## src/rtl/r5p_uart_pkg.sv

```systemverilog
// r5p_uart_pkg: shared UART state encoding and baud divider helper.
package r5p_uart_pkg;
  typedef enum logic [2:0] {
    ST_IDLE,
    ST_START,
    ST_DATA,
    ST_PARITY,
    ST_STOP,
    ST_BREAK
  } uart_rx_state_t;
  function automatic int uart_div(input int clk_freq, input int baud);
    return (clk_freq + baud / 2) / baud;
  endfunction
endpackage

```

## src/rtl/r5p_uart_fifo.sv

```systemverilog
// r5p_uart_fifo: synchronous DW x DEP FIFO; a push while full only lands if a pop frees a slot.
module r5p_uart_fifo #(
  parameter int DW  = 8,
  parameter int DEP = 4
) (
  input  logic                  clk,
  input  logic                  rst,
  input  logic                  push,
  input  logic [DW-1:0]         push_dat,
  input  logic                  pop,
  output logic [DW-1:0]         pop_dat,
  output logic                  full,
  output logic                  empty,
  output logic [$clog2(DEP):0]  cnt
);
  localparam int AW = $clog2(DEP);
  logic [DW-1:0] mem_q [DEP];
  logic [AW:0]   wp_q, wp_d, rp_q, rp_d;
  logic          do_push, do_pop;
  assign empty   = wp_q == rp_q;
  assign full    = wp_q == {~rp_q[AW], rp_q[AW-1:0]};
  assign cnt     = wp_q - rp_q;
  assign do_pop  = pop && !empty;
  assign do_push = push && (!full || do_pop);
  assign wp_d    = wp_q + {{AW{1'b0}}, do_push};
  assign rp_d    = rp_q + {{AW{1'b0}}, do_pop};
  assign pop_dat = mem_q[rp_q[AW-1:0]];
  always_ff @(posedge clk or negedge rst)
    if (!rst) begin
      wp_q <= '0;
      rp_q <= '0;
    end else begin
      wp_q <= wp_d;
      rp_q <= rp_d;
    end
  always_ff @(posedge clk)
    if (do_push) mem_q[wp_q[AW-1:0]] <= push_dat;
endmodule

```

## src/rtl/r5p_soc_uart_rx.sv

```systemverilog
// r5p_soc_uart_rx: 8N1 UART receiver with RX FIFO and sticky status flags.
// Define R5P_UART_RX_PARITY_EN for 8E1 frames with parity checking.
module r5p_soc_uart_rx
  import r5p_uart_pkg::*;
#(
  parameter int CLK_FREQ = 27_000_000,
  parameter int BAUD     = 115_200,
  parameter int DW       = 8,
  parameter int FIFO_DEP = 4
) (
  input  logic                       clk,
  input  logic                       rst,
  input  logic                       uart_rxd,
  output logic                       rx_vld,
  input  logic                       rx_rdy,
  output logic [DW-1:0]              rx_dat,
  output logic [$clog2(FIFO_DEP):0]  rx_cnt,
  output logic                       sts_ferr,
  output logic                       sts_ovf,
  output logic                       sts_perr,
  input  logic                       sts_clr
);
  localparam int DIV = uart_div(CLK_FREQ, BAUD);
  localparam int CW  = $clog2(DIV);
  localparam int IW  = $clog2(DW);
`ifdef R5P_UART_RX_PARITY_EN
  localparam uart_rx_state_t AFTER_DATA = ST_PARITY;
`else
  localparam uart_rx_state_t AFTER_DATA = ST_STOP;
`endif
  uart_rx_state_t state_q, state_d;
  logic [1:0]    sync_q;
  logic          prev_q, rxs, fall, tick, push, pop, full, empty, drop;
  logic [CW-1:0] cnt_q, cnt_d;
  logic [IW-1:0] idx_q, idx_d;
  logic [DW-1:0] sh_q, sh_d;
  logic          ferr_q, ferr_d, ferr_set, ovf_q, ovf_d;
`ifdef R5P_UART_RX_PARITY_EN
  logic          perr_q, perr_d, perr_set, bad_q, bad_d;
`endif
  assign rxs  = sync_q[1];
  assign fall = !rxs && prev_q;
  assign tick = cnt_q == '0;
  assign pop  = rx_vld && rx_rdy;
  always_comb begin
    state_d  = state_q;
    cnt_d    = cnt_q - CW'(1);
    idx_d    = idx_q;
    sh_d     = sh_q;
    push     = 1'b0;
    ferr_set = 1'b0;
`ifdef R5P_UART_RX_PARITY_EN
    perr_set = 1'b0;
`endif
    unique case (state_q)
      ST_IDLE: if (fall) begin
        state_d = ST_START;
        cnt_d   = CW'(DIV / 2 - 1);
      end
      ST_START: if (tick) begin
        state_d = rxs ? ST_IDLE : ST_DATA;
        cnt_d   = CW'(DIV - 1);
        idx_d   = '0;
      end
      ST_DATA: if (tick) begin
        sh_d    = {rxs, sh_q[DW-1:1]};
        cnt_d   = CW'(DIV - 1);
        idx_d   = idx_q + IW'(1);
        state_d = idx_q == IW'(DW - 1) ? AFTER_DATA : ST_DATA;
      end
`ifdef R5P_UART_RX_PARITY_EN
      ST_PARITY: if (tick) begin
        perr_set = rxs != ^sh_q;
        cnt_d    = CW'(DIV - 1);
        state_d  = ST_STOP;
      end
`endif
      ST_STOP: if (tick) begin
        push     = rxs && !drop;
        ferr_set = !rxs;
        state_d  = rxs ? ST_IDLE : ST_BREAK;
      end
      ST_BREAK: if (rxs) state_d = ST_IDLE;
      default: state_d = ST_IDLE;
    endcase
    ferr_d = sts_clr ? 1'b0 : ferr_q | ferr_set;
    ovf_d  = sts_clr ? 1'b0 : ovf_q | (push && full && !pop);
`ifdef R5P_UART_RX_PARITY_EN
    perr_d = sts_clr ? 1'b0 : perr_q | perr_set;
    bad_d  = state_q == ST_START ? 1'b0 : bad_q | perr_set;
`endif
  end
  always_ff @(posedge clk or negedge rst)
    if (!rst) begin
      sync_q  <= 2'b11;
      prev_q  <= 1'b1;
      state_q <= ST_IDLE;
      cnt_q   <= '0;
      idx_q   <= '0;
      sh_q    <= '0;
      ferr_q  <= 1'b0;
      ovf_q   <= 1'b0;
    end else begin
      sync_q  <= {sync_q[0], uart_rxd};
      prev_q  <= rxs;
      state_q <= state_d;
      cnt_q   <= cnt_d;
      idx_q   <= idx_d;
      sh_q    <= sh_d;
      ferr_q  <= ferr_d;
      ovf_q   <= ovf_d;
    end
`ifdef R5P_UART_RX_PARITY_EN
  always_ff @(posedge clk or negedge rst)
    if (!rst) begin
      perr_q <= 1'b0;
      bad_q  <= 1'b0;
    end else begin
      perr_q <= perr_d;
      bad_q  <= bad_d;
    end
  assign drop     = bad_q;
  assign sts_perr = perr_q;
`else
  assign drop     = 1'b0;
  assign sts_perr = 1'b0;
`endif
  assign sts_ferr = ferr_q;
  assign sts_ovf  = ovf_q;
  assign rx_vld   = !empty;
  r5p_uart_fifo #(.DW(DW), .DEP(FIFO_DEP)) u_fifo (
    .clk      (clk),
    .rst      (rst),
    .push     (push),
    .push_dat (sh_q),
    .pop      (pop),
    .pop_dat  (rx_dat),
    .full     (full),
    .empty    (empty),
    .cnt      (rx_cnt)
  );
endmodule
```

## config.mk

```make
export PLATFORM = sky130hd
export DESIGN_NAME = r5p_soc_uart_rx
export DESIGN_NICKNAME = d
export VERILOG_FILES = /design/src/rtl/r5p_uart_pkg.sv /design/src/rtl/r5p_uart_fifo.sv /design/src/rtl/r5p_soc_uart_rx.sv
export SDC_FILE = /design/constraint.sdc
export NUM_CORES = 1
export LEC_CHECK = 0
export BUFFER_PORTS_ARGS = -buffer_cell sky130_fd_sc_hd__buf_4
export CAP_MARGIN = 20
export CORE_AREA = 2 2 73 75
export CTS_CLUSTER_DIAMETER = 40
export DETAILED_ROUTE_END_ITERATION = 6
export DIE_AREA = 0 0 75 77
export GPL_TIMING_DRIVEN = 0
export HOLD_SLACK_MARGIN = 0.15
export PLACE_DENSITY = 0.75
export SLEW_MARGIN = 20
export SYNTH_ARGS = -nofsm -noshare
export SYNTH_HDL_FRONTEND = slang
export SYNTH_SLANG_ARGS = --single-unit
```

## constraint.sdc

```tcl
create_clock -name clk -period 7.8 [get_ports clk]
set_input_delay 1.17 -clock clk [delete_from_list [all_inputs] [get_ports clk]]
set_output_delay 1.17 -clock clk [all_outputs]
set_load 0.1 [all_outputs]
```

==> results of run 1 <==
## power by group through the flow
stage                     combinational [mW]  clock, mW  sequential, mW
final                                 0.0961      0.281           0.413
after global routing                   0.107      0.303           0.415
after CTS                             0.0963      0.284           0.412
after detailed placement              0.0951          0           0.418
after global placement                0.0865          0           0.413
after floorplan                       0.0728          0           0.410
## final cells by class
cell class / count / area, sq um / area share
multi-input combinational: 97 / 960.9 / 0.2940
timing repair buffer: 22 / 165.2 / 0.05054
tap: 70 / 87.58 / 0.02680
sequential: 65 / 1790 / 0.5479
inverter: 9 / 33.78 / 0.01034
buffer: 6 / 35.03 / 0.01072
clock buffer: 10 / 127.6 / 0.03905
clock inverter: 6 / 67.56 / 0.02067
## through the flow
stage | hold slack, ps | cells
after global routing | 363.5 | 285
final | 359.4 | 285
after detailed placement | 351.7 | 269
after global placement | 348.1 | 265
after floorplan | 345.2 | 177
after CTS | 361.3 | 285
## registers in the layout, summed over array words and instances (netlist names), 2 cells and up
name and flops:
cnt_q 8, state_q 3, sync_q 2, u_fifo.rp_q 3, u_fifo.mem_q 32, sh_q 8, idx_q 3, u_fifo.wp_q 3
## final timing paths
check | start | slack [ps] | depth (start not counted) | end
max | u_fifo.rp_q[1]$_DFF_PN0_ | 4600 | 5 | rx_vld
max in group asynchronous | rst | 6710 | 1 | prev_q$_DFF_PN1_
min reg2reg | sync_q[0]$_DFF_PN1_ | 360 | 0 | sync_q[1]$_DFF_PN1_
min | sync_q[0]$_DFF_PN1_ | 360 | 0 | sync_q[1]$_DFF_PN1_
min in group asynchronous | rst | 770 | 1 | u_fifo.rp_q[0]$_DFF_PN0_
max reg2reg | u_fifo.rp_q[1]$_DFF_PN0_ | 4910 | 9 | u_fifo.wp_q[2]$_DFF_PN0_
## worst register-to-register path, delay by kind of cell, from the launching register on
kind | cells | cell delay, ps
AND/OR/NAND/NOR | 2 | 150
flip-flops | 1 | 410
AO/OA/AOI/OAI | 1 | 790
adder cells (fa/ha/maj) | 3 | 720
XOR/XNOR | 1 | 140
buffers and inverters | 2 | 560
## cells by family (layout without fill, tap and decap cells)
| logic type | count (synthesis) | count (layout) | share of synthesized area |
|---|---|---|---|
| flops | 65 | 65 | 0.6406 |
| simple gates | 44 | 44 | 0.1191 |
| compound gates | 19 | 19 | 0.04789 |
| mux | 17 | 17 | 0.1003 |
| buf+inv | 15 | 53 | 0.02462 |
| fa+ha+maj | 10 | 10 | 0.04745 |
| xor+xnor | 6 | 6 | 0.01880 |
| other cells | 1 | 1 | 0.001342 |
## Yosys cell counts (2+ instances only)
cell type	count	share of area
buf_4	3	0.0081
inv_1	9	0.012
or3_1	2	0.0045
nand3_1	5	0.0090
a31oi_1	4	0.0090
mux2_2	8	0.032
or4_1	2	0.0054
mux4_2	8	0.064
o31ai_1	2	0.0054
xnor2_1	2	0.0063
a22o_1	2	0.0063
and3_1	2	0.0045
clkbuf_1	2	0.0027
o21ai_0	5	0.0090
dfstp_2	3	0.028
ha_1	9	0.040
or3_2	2	0.0054
xor2_1	4	0.013
nand4_1	2	0.0045
nor4_1	4	0.0090
a32o_1	2	0.0072
edfxtp_1	32	0.34
nor2_1	5	0.0067
dfrtp_1	30	0.27
nand2_1	3	0.0040
nand2b_1	2	0.0045
or3b_2	2	0.0063
## metal layers
metal	share of wire	routed length [um]	vias to the layer above
met2	0.55	2733	41
met4	0.018	89	0
met3	0.035	176	10
met1	0.40	2009	818
met5	0	0	-
li1	-	-	747
==> run_results.csv, run 1 <==
group,metric,value,unit
sta,slew_headroom,0.3483,
grt,grtUsageMet1,0.2361,
cells_and_area,nFillCells,343,
die,rows,26,
worst_setup_path,critPathBufInv,3,
clocking,h-tree-depth,3,
power,p_int,0.5703,mW
routing,dr_total_vias,1616,
clocking,clkSinkCount,65,
sta,fmax,312.3,MHz
power,p_clk_frac,0.355,
routing,postRouteAntennaNets,0,
clocking,clockBufferDepth,2,
cells_and_area,area_growth,16.92,%
logic_synthesis,synth-edff-count,32,
grt,grt_max_degree,34,
worst_setup_path,critPathMaxStageDelay,460,ps
routing,drc,0,
grt,gr-usage-met2,0.3263,
sta,rsz0062_at_grt,"no",
clocking,hold_buffers,0,
routing,wl,5.009,mm
power,vdd_drop_max,0.1876,mV
worst_setup_path,cp.required,6630,ps
sta,period_share,0.4106,
worst_setup_path,cp_top_family,"buffers and inverters",
logic_synthesis,ys_seq_elements,65,
placement,place_ws,4925,ps
power,p_switching,0.2194,mW
logic_synthesis,seq_area_frac_synth,0.6406,
die,die_w,75,um
logic_synthesis,async_reset_ff_frac,0.5077,
routing,first_iter_violations,117,
logic_synthesis,synth_ff_type,"edfxtp_1",
placement,placed_cell_area,3073,sq um
clocking,cts_root_buf,"clkbuf_8",
placement,hpwl,3.468,mm
worst_setup_path,startpoint_type,"flip-flop",
logic_synthesis,yosys_warnings,0,
cells_and_area,fin_util,0.6566,
power,power,0.7897,mW
power,seqPwrFrac,0.523,
logic_synthesis,syn_area,2795,sq um
worst_setup_path,critical_path_class,"reg2out",
die,die-area,5775,sq um
grt,met3_usage,0.06045,
clocking,postCtsSetupBuffers,0,
grt,grt-ovfl-total,0,
clocking,cts_buffers,9,
logic_synthesis,syn-num-nets,192,
grt,grt_busiest_layer,"met2",
routing,vias_per_cell,5.670,
clocking,clk_pin_slew,70,ps
sta,setup_viol,0,
sta,max_slew.worst_pin.slew,962.4,ps
worst_setup_path,cp-end-kind,"output pin",
die,die_y,77,um
cells_and_area,final_cell_mix,"edfxtp_1, dfrtp_1, buf_4",
clocking,cts_tree,"done",
power,pwr-share-comb,0.122,
sta,final-hold-violation-count,0,
logic_synthesis,syn_avg_cell_area,15.79,sq um
cells_and_area,final_common_cell,"edfxtp_1",
die,ios,20,
power,p_leak,1.326,nW
grt,grt_first_pass_wirelength,8.211,mm
run,maxCapViolCount,0,
grt,grt_use_total,0.1975,
routing,wire_per_inst,17.58,um
placement,numPortBuffers,18,
grt,antenna_found_initial,0,
sta,slew_viol_final,0,
cells_and_area,fin_area,3268,sq um
sta,finalClockSkew,4.589,ps
placement,gp_congestion,0.7734,
clocking,cts.repair.resized,0,
logic_synthesis,syn_inst,177,
clocking,worstSkewPairLatency,340,ps
power,power_switching_share,0.2778,
min_path,hold_path.class,"reg2reg",
worst_setup_path,slowest_stage,"clkbuf_1",
worst_setup_path,cp_max_fo,9,
cells_and_area,diodes,0,
die,initial_core_util,0.5616,
cells_and_area,nets,225,
sta,worst_slack,4598,ps
sta,tns,0,ps
cells_and_area,drive_gt1_frac,0.3488,
die,core_area,4977,sq um
logic_synthesis,ys_types,48,
routing,dr.pass1.iters,4,
outcome,status,"completed",
worst_setup_path,cp.arrival,2030,ps
grt,grt_pass1_vias,1673,
sta,fin_crit,3202,ps
worst_setup_path,path_cells,"clkbuf_1, inv_1, ha_1, nand3_1, buf_4",
power,cellPowerDensity,241.6,nW/um^2
(Power assumes the default switching activity.)
==> run 2, diff against run 1 <==
CORE_AREA = 2 2 76 78   (was 2 2 73 75)
DIE_AREA = 0 0 78 80   (was 0 0 75 77)
PLACE_DENSITY = 0.73   (was 0.75)
clock period = 2.8 ns   (was 7.8 ns; I/O delays follow)
==> run_results.csv, run 2 (same netlist as run 1, synthesis figures left out) <==
group,metric,value,unit
outcome,status,"completed",
routing,dr.pass1.iters,4,
routing,first_iter_violations,66,
die,core_area,5405,sq um
routing,wl_met1,1.915,mm
grt,grt_max_degree,34,
routing,dr_total_vias,1657,
sta,tns,0,ps
power,p_clk_frac,0.327,
power,vdd_drop_max,0.5007,mV
worst_setup_path,cp_max_fo,9,
clocking,clkSinkCount,65,
routing,vias_per_cell,5.753,
cells_and_area,largest_reg_flops,32,
worst_setup_path,cp_top_family,"buffers and inverters",
power,seqPwrFrac,0.547,
min_path,min_to,"sync_q[0]$_DFF_PN1_",
power,p_switching,0.5973,mW
sta,setup_viol,0,
placement,hpwl,3.611,mm
routing,wl_met2,2.867,mm
power,power_switching_share,0.2851,
die,die-area,6240,sq um
clocking,h-tree-depth,3,
grt,grt_use_total,0.1789,
placement,place_inst,271,
min_path,min_path_cells,1,
power,pwr-share-comb,0.126,
routing,wl,5.037,mm
grt,grt-ovfl-total,0,
routing,dr_wl_met3,162,um
cells_and_area,drive_gt1_frac,0.3611,
min_path,hold_path.class,"in2reg",
worst_setup_path,ff2ff_setup_slack,180,ps
clocking,cts_root_buf,"clkbuf_8",
clocking,clockBufferDepth,2,
worst_setup_path,startpoint_type,"flip-flop",
placement,gp_congestion,0.7412,
sta,period_share,0.9352,
worst_setup_path,r2r_cells,7,
run,maxCapViolCount,0,
sta,final-hold-violation-count,0,
clocking,cts_buffers,9,
worst_setup_path,cp-end-kind,"flip-flop",
cells_and_area,final_common_cell,"edfxtp_1",
routing,wire_per_inst,17.49,um
sta,slew_viol_final,0,
grt,grt_first_pass_wirelength,8.107,mm
worst_setup_path,slowest_stage,"nor4_2",
worst_setup_path,path_cells,"clkbuf_1, inv_1, ha_1, nand2_1, o311ai_2, nor4_2, buf_4",
grt,grt_pass1_vias,1725,
die,die_w,78,um
worst_setup_path,critPathBufInv,3,
sta,fmax,381.9,MHz
sta,slew_headroom,0.6046,
die,ios,20,
placement,placed_cell_area,3088,sq um
power,cellPowerDensity,639.1,nW/um^2
clocking,cts_tree,"done",
worst_setup_path,cp.arrival,2660,ps
routing,postRouteAntennaNets,0,
routing,drc,0,
sta,finalClockSkew,7.107,ps
cells_and_area,final_cell_mix,"edfxtp_1, dfrtp_1, buf_4",
worst_setup_path,worstReg2RegStart,"u_fifo.rp_q[1]$_DFF_PN0_",
cells_and_area,diodes,0,
cells_and_area,final_cells,288,
die,initial_core_util,0.5171,
placement,numPortBuffers,18,
cells_and_area,fin_util,0.6065,
clocking,clk_pin_slew,70,ps
sta,max_slew.worst_pin.slew,588.2,ps
sta,rsz0062_at_grt,"yes",
routing,highest_layer,"met4",
clocking,worstSkewPairLatency,340,ps
cells_and_area,nets,226,
worst_setup_path,critical_path_class,"reg2reg",
worst_setup_path,cp.required,2850,ps
power,p_int,1.498,mW
power,power,2.095,mW
worst_setup_path,critPathMaxStageDelay,510,ps
sta,fin_crit,2619,ps
die,rows,27,
cells_and_area,area_growth,17.28,%
worst_setup_path,r2r-end,"u_fifo.mem_q[3][0]$_DFFE_PP_",
die,die_y,80,um
clocking,postCtsSetupBuffers,0,
power,p_leak,1.332,nW
min_path,hp-start,"uart_rxd",
cells_and_area,fin_area,3278,sq um
grt,antenna_found_initial,0,
==> run 2: changes by cell type in the layout (fill, tap and decap cells not counted), sizes merged <==
cell	previous run	this run
bufinv	1	0
clkinv	2	3
clkinvlp	2	3
dlygate4sd3	0	1
inv	10	9
==> run 2: cell type report <==
cell class | instances | area, sq um
Sequential cell | 65 | 1790
Buffer | 6 | 35.03
Clock inverter | 6 | 45.04
Tap cell | 72 | 90.09
Timing Repair Buffer | 23 | 175.2
Clock buffer | 10 | 127.6
Multi-Input combinational cell | 97 | 980.9
Fill cell | 419 | 2127
Inverter | 9 | 33.78
==> run 2: worst max-delay path by stage <==
stage	slack [ps]	endpoint	depth (start not counted)	start
global placement	-580	u_fifo.mem_q[3][5]$_DFFE_PP_	6	u_fifo.rp_q[1]$_DFF_PN0_
CTS	90	u_fifo.mem_q[3][0]$_DFFE_PP_	7	u_fifo.rp_q[1]$_DFF_PN0_
finish	180	u_fifo.mem_q[3][0]$_DFFE_PP_	7	u_fifo.rp_q[1]$_DFF_PN0_
global route	-10	u_fifo.mem_q[3][0]$_DFFE_PP_	7	u_fifo.rp_q[1]$_DFF_PN0_
detailed placement	-80	u_fifo.wp_q[2]$_DFF_PN0_	9	u_fifo.rp_q[1]$_DFF_PN0_
floorplan	250	u_fifo.mem_q[1][0]$_DFFE_PP_	6	u_fifo.rp_q[1]$_DFF_PN0_
==> run 2: power by group through the flow <==
stage	Combinational (mW)	Sequential, mW	Clock, mW
2_1_floorplan	0.203	1.14	0
3_3_place_gp	0.240	1.15	0
3_5_place_dp	0.260	1.16	0
4_1_cts	0.265	1.14	0.700
5_1_grt	0.288	1.16	0.746
6_report	0.264	1.15	0.686
==> run 2: stage by stage <==
stage	worst slack, ps	hold slack (ps)
finish	181.4	188.1
floorplan	245.2	124.4
global placement	-578.2	348.1
detailed placement	-79.07	355.3
CTS	92.88	180.7
global route	-14.25	175.1
==> run 2: timing repair <==
| item | CTS | global route |
|---|---|---|
| pin swaps | 0 | 0 |
| endpoints found under the hold margin | 30 | 0 |
| endpoints found under the setup margin | 2 | 6 |
| gates resized for setup | 1 | 0 |
| hold buffers | 1 | 0 |
| cloned | 0 | 0 |
==> run 2: routing by layer <==
metal,global-route usage,up-vias
li1,-,755
met1,0.1852,853
met2,0.3345,38
met3,0.03733,11
met4,0.1018,0
met5,0,-
==> run 3, diff against run 2 <==
CORE_AREA = 2 2 87 68   (was 2 2 76 78)
DIE_AREA = 0 0 89 70   (was 0 0 78 80)
==> run_results.csv, run 3 (same netlist as run 1, synthesis figures left out) <==
group,metric,value,unit
outcome,status,"completed",
worst_setup_path,slowest_stage,"nor4_2",
die,die-area,6230,sq um
grt,antenna_found_initial,0,
worst_setup_path,startpoint_type,"flip-flop",
die,die_w,89,um
cells_and_area,drive_gt1_frac,0.3657,
power,power,2.268,mW
sta,max_slew.worst_pin.slew,643.1,ps
cells_and_area,final_common_cell,"edfxtp_1",
die,rows,24,
sta,fin_crit,2498,ps
sta,slew_viol_final,0,
sta,tns,0,ps
placement,gp_congestion,0.7848,
placement,hpwl,3.221,mm
power,vdd_drop_max,0.2530,mV
placement,numPortBuffers,18,
sta,finalClockSkew,5.458,ps
routing,drc,0,
cells_and_area,final_cell_mix,"edfxtp_1, dfrtp_1, buf_4",
worst_setup_path,cp_top_family,"simple AND/OR/NAND/NOR gates",
power,p_leak,1.364,nW
grt,grtUsageMet1,0.2460,
worst_setup_path,critPathBufInv,2,
clocking,h-tree-depth,3,
cells_and_area,fin_area,3338,sq um
cells_and_area,largest_reg_flops,32,
power,cellPowerDensity,679.5,nW/um^2
clocking,cts_tree,"done",
routing,vias_per_cell,5.510,
routing,dr.pass1.iters,4,
clocking,cts_root_buf,"clkbuf_8",
grt,grt-ovfl-total,0,
worst_setup_path,cp.required,2860,ps
grt,grt_use_total,0.1815,
grt,met3_usage,0.08038,
placement,placed_cell_area,3093,sq um
worst_setup_path,critical_path_class,"reg2reg",
die,initial_core_util,0.5059,
worst_setup_path,critPathMaxStageDelay,510,ps
routing,wl,4.780,mm
sta,rsz0062_at_grt,"no",
clocking,cts_buffers,9,
routing,postRouteAntennaNets,0,
sta,setup_viol,0,
grt,gr-usage-met2,0.2579,
routing,wire_per_inst,16.26,um
die,ios,20,
worst_setup_path,cp.arrival,2560,ps
clocking,clockBufferDepth,2,
cells_and_area,diodes,0,
routing,first_iter_violations,84,
worst_setup_path,cp_max_fo,9,
cells_and_area,nets,226,
placement,place_ws,-74.05,ps
clocking,clkSinkCount,65,
routing,dr_total_vias,1620,
clocking,postCtsSetupBuffers,0,
min_path,hold_path.class,"in2reg",
sta,slew_headroom,0.5706,
sta,final-hold-violation-count,0,
grt,grt_busiest_layer,"met2",
worst_setup_path,path_cells,"inv_1, ha_1, nor3b_4, o311ai_2, nor4_2, buf_4",
sta,period_share,0.8921,
grt,grt_max_degree,34,
die,die_y,70,um
run,maxCapViolCount,0,
die,core_area,5525,sq um
worst_setup_path,cp-end-kind,"flip-flop",
sta,worst_slack,302.0,ps
grt,grt_first_pass_wirelength,8.100,mm
clocking,worstSkewPairLatency,350,ps
clocking,clk_pin_slew,70,ps
grt,grt_pass1_vias,1631,
cells_and_area,area_growth,19.43,%
sta,hold_slack,176.9,ps
sta,fmax,400.3,MHz
-- run 3: worst paths after layout --
| check | slack, ps | depth (start not counted) | start | end |
|---|---|---|---|---|
| setup reg to reg | 300 | 6 | cnt_q[0]$_DFF_PN0_ | u_fifo.mem_q[3][4]$_DFFE_PP_ |
| min in group asynchronous | 550 | 2 | rst | sh_q[3]$_DFFE_PN0P_ |
| hold reg to reg | 360 | 0 | sync_q[0]$_DFF_PN1_ | sync_q[1]$_DFF_PN1_ |
| max in group asynchronous | 1920 | 2 | rst | prev_q$_DFF_PN1_ |
| setup / recovery | 300 | 6 | cnt_q[0]$_DFF_PN0_ | u_fifo.mem_q[3][4]$_DFFE_PP_ |
| hold / removal | 180 | 1 | uart_rxd | sync_q[0]$_DFF_PN1_ |
-- run 3: area by class of cell --
type                    instances  area [sq um]
plain buffers                   6         36.28
clock buffers                   9         123.9
flip-flops and latches         65          1790
repair buffers                 23         172.7
clock inverters                 7         93.84
fillers                       441          2187
inverters                       9         33.78
multi-input cells              97         989.7
well taps                      78         97.59
-- run 3: what timing repair did --
item,in CTS,in global routing
resized for setup,2,2
endpoints found under the setup margin,10,11
hold endpoints to repair,30,0
hold buffers,1,0
-- run 3: layer usage --
metal  vias up  wire length [um]  share of wire
met5         -                 0              0
met4         0                89          0.019
met3         8               214          0.045
met2        30              2222           0.46
met1       830              2253           0.47
li1        752                 -              -
-- run 3: power breakdown --
part           internal [mW]  switching, mW  leakage, nW  total [mW]
clock                  0.500          0.368        0.107       0.868
combinational          0.114          0.140        0.533       0.254
sequential              1.06         0.0849        0.724        1.15
total                   1.68          0.593         1.36        2.27
-- run 3: metrics by stage --
stage | util | instances
2_1_floorplan | - | 177
3_3_place_gp | 0.5503 | 273
3_5_place_dp | 0.5598 | 277
4_1_cts | 0.6039 | 294
5_1_grt | 0.6042 | 294
6_report | 0.6042 | 294
